**src/rtl/trap_pkg.sv**
```systemverilog
// Shared definitions for the machine-mode trap controller:
// cause codes, FSM states and pending-vector bit positions.
package trap_pkg;

    typedef enum logic [2:0] {
        CAUSE_NMI    = 3'd0,
        CAUSE_EBREAK = 3'd1,
        CAUSE_ECALL  = 3'd2,
        CAUSE_TMR    = 3'd3,
        CAUSE_EXT    = 3'd4
    } cause_e;

    typedef enum logic [1:0] {
        S_IDLE,
        S_TAKE,
        S_HANDLER,
        S_RETURN
    } state_e;

    localparam int NUM_SRC  = 5;
    localparam int P_NMI    = 0;
    localparam int P_EBREAK = 1;
    localparam int P_ECALL  = 2;
    localparam int P_TMR    = 3;
    localparam int P_EXT    = 4;

endpackage

```
**src/rtl/trap_priority_encoder.sv**
```systemverilog
// Fixed-priority pick over the masked pending vector;
// the lowest set bit index is the winning cause code.
module trap_priority_encoder
    import trap_pkg::*;
(
    input  logic [NUM_SRC-1:0] pend,
    output logic               valid,
    output logic [2:0]         cause
);

    always_comb begin
        valid = |pend;
        cause = 3'd0;
        for (int i = NUM_SRC - 1; i >= 0; i--) begin
            if (pend[i]) begin
                cause = 3'(i);
            end
        end
    end

endmodule

```
**src/rtl/trap_controller.sv**
```systemverilog
// Machine-mode trap entry/return sequencer: latches sources, picks a winner
// at a commit boundary, writes MEPC and redirects fetch to the vector.
module trap_controller
    import trap_pkg::*;
#(
    parameter logic [31:0] VEC_BASE  = 32'h0000_0100,
    parameter int          VEC_SHIFT = 4
) (
    input  logic        clk,
    input  logic        rst,
    input  logic        nmi,
    input  logic        ecall,
    input  logic        ebreak,
    input  logic        ext_int,
    input  logic        tmr_int,
    input  logic [3:0]  mie,
    input  logic        commit_valid,
    input  logic [31:0] commit_pc,
    input  logic        mret,
    input  logic [31:0] epc,
    output logic        stall,
    output logic        flush,
    output logic        redirect,
    output logic [31:0] redirect_pc,
    output logic        epc_we,
    output logic [31:0] epc_wdata,
    output logic [2:0]  cause,
    output logic [4:0]  pending,
    output logic        in_trap
);

    state_e      state_q, state_d;
    cause_e      cause_q, cause_d;
    logic [31:0] saved_q, saved_d;
    logic        nmi_lat_q, nmi_lat_d;
    logic        tmr_lat_q, tmr_lat_d;
    logic        nmi_prev_q, nmi_prev_d;
    logic        ext_q, ext_d;

    logic [NUM_SRC-1:0] pend;
    logic               win_valid;
    logic [2:0]         win_cause;
    logic               commit_ok;
    logic               sw_ok;

    // Instruction-borne requests only count while idle at a real commit.
    always_comb begin
        commit_ok       = commit_valid && (state_q == S_IDLE);
        sw_ok           = mie[2] && mie[3];
        pend            = '0;
        pend[P_NMI]     = nmi_lat_q;
        pend[P_EBREAK]  = commit_ok && ebreak && sw_ok;
        pend[P_ECALL]   = commit_ok && ecall && sw_ok;
        pend[P_TMR]     = tmr_lat_q && mie[0] && mie[3];
        pend[P_EXT]     = ext_q && mie[1] && mie[3];
    end

    trap_priority_encoder u_prio (
        .pend  (pend),
        .valid (win_valid),
        .cause (win_cause)
    );

    always_comb begin
        state_d     = state_q;
        cause_d     = cause_q;
        saved_d     = saved_q;
        nmi_lat_d   = nmi_lat_q;
        tmr_lat_d   = tmr_lat_q;
        nmi_prev_d  = nmi;
        ext_d       = ext_int;
        stall       = 1'b0;
        flush       = 1'b0;
        redirect    = 1'b0;
        redirect_pc = 32'd0;
        epc_we      = 1'b0;
        epc_wdata   = 32'd0;
        in_trap     = 1'b0;

        unique case (state_q)
            S_IDLE: begin
                if (commit_valid && win_valid) begin
                    state_d = S_TAKE;
                    cause_d = cause_e'(win_cause);
                    saved_d = commit_pc;
                end
            end
            S_TAKE: begin
                stall       = 1'b1;
                flush       = 1'b1;
                redirect    = 1'b1;
                epc_we      = 1'b1;
                epc_wdata   = saved_q;
                redirect_pc = VEC_BASE + (32'(cause_q) << VEC_SHIFT);
                if (cause_q == CAUSE_NMI) nmi_lat_d = 1'b0;
                if (cause_q == CAUSE_TMR) tmr_lat_d = 1'b0;
                state_d     = S_HANDLER;
            end
            S_HANDLER: begin
                in_trap = 1'b1;
                if (commit_valid && mret) begin
                    state_d = S_RETURN;
                end
            end
            S_RETURN: begin
                stall       = 1'b1;
                flush       = 1'b1;
                redirect    = 1'b1;
                // Synchronous exceptions resume past the faulting instruction.
                if (cause_q == CAUSE_EBREAK || cause_q == CAUSE_ECALL) begin
                    redirect_pc = epc + 32'd4;
                end else begin
                    redirect_pc = epc;
                end
                state_d     = S_IDLE;
            end
            default: state_d = S_IDLE;
        endcase

        if (nmi && !nmi_prev_q) nmi_lat_d = 1'b1;
        if (tmr_int)            tmr_lat_d = 1'b1;
    end

    always_ff @(posedge clk) begin
        if (!rst) begin
            state_q    <= S_IDLE;
            cause_q    <= CAUSE_NMI;
            saved_q    <= 32'd0;
            nmi_lat_q  <= 1'b0;
            tmr_lat_q  <= 1'b0;
            nmi_prev_q <= 1'b0;
            ext_q      <= 1'b0;
        end else begin
            state_q    <= state_d;
            cause_q    <= cause_d;
            saved_q    <= saved_d;
            nmi_lat_q  <= nmi_lat_d;
            tmr_lat_q  <= tmr_lat_d;
            nmi_prev_q <= nmi_prev_d;
            ext_q      <= ext_d;
        end
    end

    assign cause   = cause_q;
    assign pending = pend;

endmodule

```
**config.mk**
```make
export PLATFORM = sky130hd
export DESIGN_NAME = trap_controller
export DESIGN_NICKNAME = d
export VERILOG_FILES = /design/src/rtl/trap_pkg.sv /design/src/rtl/trap_priority_encoder.sv /design/src/rtl/trap_controller.sv
export SDC_FILE = /design/constraint.sdc
export NUM_CORES = 1
export LEC_CHECK = 0
export CAP_MARGIN = 20
export CELL_PAD_IN_SITES_DETAIL_PLACEMENT = 0
export CELL_PAD_IN_SITES_GLOBAL_PLACEMENT = 1
export CORE_MARGIN = 1
export CORE_UTILIZATION = 24
export CTS_CLUSTER_SIZE = 10
export DETAILED_ROUTE_END_ITERATION = 7
export PLACE_DENSITY_LB_ADDON = 0.1
export SLEW_MARGIN = 10
export SYNTH_ARGS = -nofsm -noshare
export SYNTH_HDL_FRONTEND = slang
export SYNTH_SLANG_ARGS = --single-unit
```
**constraint.sdc**
```tcl
create_clock -name clk -period 2.2 [get_ports clk]
set_input_delay 0.22 -clock clk [delete_from_list [all_inputs] [get_ports clk]]
set_output_delay 0.22 -clock clk [all_outputs]
set_load 0.03 [all_outputs]
```
==> results.md, run 1 <==
* Syn nets at approximately 450
* Critical path data required time at 1.98 ns
* RSZ-0062 raised after global routing: true
* Die ar. at ~12000 sq um
* Clock buffer depth at 2
* Synth Area in Simple Gates at 40.6%
* Met3 wire length at between 600 and 700 um
* Hold Fails Final Rpt at 0
* Via count at roughly 3200
* Sequential fraction of the synthesis area at 29.5%
* Layout fillers at 1119
* Site Rows at 38
* DIE HEIGHT at 110 um
* WL met1 at around 4400 um
* Post-synthesis compound-gate area fraction at 12.3%
* Slew @ Worst Pin at approximately 0.44 ns
* Dpl ws at -0.297 ns
* Dpl hpwl at slightly below 7000 um
* Synthesized instance count at 370
* Rel. slew slack at 70.5%
* Worst EP arrival at 2.21 ns
* Initial core utilization at 25.1%
* Worst setup margin at -0.227 ns
* Core area at 11100 sq um
* Vias in the first global route at roughly 3000
* Share of cells above drive strength 1 at 30.8%
* Critical Path Sink Type: output pin
* Power per cell area at 567 nW/um^2
* Fmax achieved at 412 MHz
* Mux cell area share after synthesis at 0.360%
* Peak supply drop at 0.000378 V
* Port buffer count at 153
* Clock Pin Slew Worst Setup and Hold Paths at 0.06 ns
* Post-synthesis area per instance at between 7 and 8 sq um
* Final worst path period share at 110%
* I/O Pins at 154
* CP max stage delay at 0.59 ns
* Leak at 2.30 nW
* Post-synthesis adder-cell area fraction at approximately 2.7%
* Period minus WS final at 2.43 ns
* Crit-path cells: nand4b_1, or4b_4, buf_12, or3_1, a21boi_2, buf_6
* Max FO, Critical Path at 5
* Final core occ at a little under half
* Commonest register cell after synthesis: dfxtp_1
* Slowest-stage cell, CP: or4b_4
* Vias/cell at 4.59
* Routed length on met2 at 4550 um
* Post-synth EDFFs at 0
* First-pass GRT wire length at roughly 15000 um
* Die W at 110 um
* Most frequent cells in the layout: 94 x buf_4, 63 x clkdlybuf4s50_1, 56 x and2_1
* Final setup vio count at 20
* Clock root buffer: clkbuf_16
* Synth Cell Area at between 2000 and 3000 sq um
* Detailed-route DRC error count at 0
* Wire per inst at 13.8 um
* Final ANT Viol Nets at 0
* Crit path max-delay family: simple AND/OR/NAND/NOR gates
* Largest family of logic cells by synthesized area: simple AND/OR/NAND/NOR gates
* CP Class: flip-flop to output pin
* H-tree Lvls at 2
* Violated checks: negative setup slack
* Post-Synth XOR/XNOR Area at 8.51%
* Max Clock Skew at just over 0.006 ns
* Hold Crit Class: primary input to flip-flop
* CTS sink cnt at just over 40
* CP startpoint kind: flip-flop
* Placer Congestion at 0.747
* CP bufs+invs at 2
* Top routing layer in use: met4
* DR pass1 iterations at 4
* Drt initial violations at 93
* CTS tree: built
* Number of distinct library cells after synthesis at 43
* Outcome: complete, but fails checks
* Largest net degree at the start of global routing at 47
* Most common cell after layout, fill and taps aside: buf_4
* Ys async rst share at 0%
* YS warnings at 0
* Clock latency on the worst-skew pair at 0.28 ns
* Antenna violations before repair at 2
* CTS Buf Count at 5
* Max cap viols at 0
* GRT Resource Usage Total at 15.7%
* Routed WL at 9710 um
* Final nets at roughly 640
* Yosys reg bits at 41
* Congestion Overflow GR at 0
* Layout area overhead at 85.6%
* Final Max Slew Viols at 0
==> cells by family after synthesis <==
logic type,Yosys count
DFF,41
xor gates and xnor gates,27
and+or+nand+nor,197
muxes,1
buffers and inverters,38
AOI/OAI and AO/OA,60
adders and majority gates,6
==> worst min-delay path, delay by kind of cell <==
family / cells / cell delay [ns]
AOI/OAI and AO/OA: 1 / 0.05
buffers and inverters: 1 / 0.25
and+or+nand+nor: 1 / 0.11
==> worst paths after layout <==
kind	slack (ns)	to	startpoint	cells after the start
min reg2reg	0.45	saved_q[19]$_SDFFE_PN0P_	saved_q[19]$_SDFFE_PN0P_	2
max	-0.23	redirect_pc[14]	cause[2]$_SDFFE_PN0P_	6
min	0.40	saved_q[31]$_SDFFE_PN0P_	rst	3
max reg2reg	0.19	cause[1]$_SDFFE_PN0P_	state_q[0]$_SDFFE_PN0P_	7
==> flip-flops by register name (all words and copies together), names as in the netlist <==
name        count
cause           3
ext_q           1
nmi_lat_q       1
saved_q        32
nmi_prev_q      1
tmr_lat_q       1
state_q         2
==> what timing repair did <==
action / in CTS / in global routing
pin swaps: 30 / 13
gates cloned: 3 / 1
buffers inserted: 6 / 1
hold buffers: 0 / 0
endpoints found under the setup margin: 25 / 57
resized for setup: 70 / 20
==> metal layers <==
metal  global-route usage [%]  vias to the layer above
li1                         -                     1645
met1                     19.9                     1475
met2                     27.1                      103
met3                     3.91                        7
met4                     3.05                        0
met5                        0                        -
==> per-stage QoR <==
step                std cells  power (mW)  hold WS (ns)  setup TNS [ns]  instance area [sq um]
floorplan                 370        1.62         0.342               0                   2820
global placement          683        2.16         0.439           -4.28                   4610
detailed placement        683        2.17         0.446           -4.48                   4610
CTS                       700        2.93         0.406           -3.13                   5060
global route              703        3.12         0.448           -4.10                   5150
finish                    704        2.92         0.404           -2.72                   5160
==> cells in the mapped netlist (6+ instances only) <==
master,instances,area [sq um]
clkbuf_1,16,60.1
nor3_2,8,80.1
nand2_1,46,173
o21ai_0,40,200
inv_1,10,37.5
nand4_1,7,43.8
dfxtp_1,41,821
xor2_1,15,131
and2_1,56,350
nand3_1,41,205
ha_1,6,75.1
xnor2_1,12,105
==> layout make-up <==
| class | count | area [sq um] | share of cell area [%] |
|---|---|---|---|
| multi-input combinational | 292 | 2020 | 39.2 |
| timing repair buffer | 211 | 1940 | 37.7 |
| sequential | 41 | 830 | 16.1 |
| tap | 140 | 175 | 3.40 |
| clock buffer | 6 | 129 | 2.50 |
| inverter | 10 | 37.5 | 0.728 |
| clock inverter | 2 | 13.8 | 0.267 |
| antenna | 2 | 5.00 | 0.0970 |
==> power breakdown <==
| group | switching (mW) | internal, mW | leakage, nW | total (mW) |
|---|---|---|---|---|
| sequential | 0.0562 | 0.842 | 0.337 | 0.899 |
| clock | 0.295 | 0.421 | 0.0674 | 0.716 |
| combinational | 0.737 | 0.571 | 1.89 | 1.31 |
(Power assumes the default switching activity.)
==> run 2: changes to the inputs <==
ABC_CLOCK_PERIOD_IN_PS = 2200   (was unset)
==> results of run 2 <==
Same layout as run 1: the final DEF is identical, and so are final timing and power.
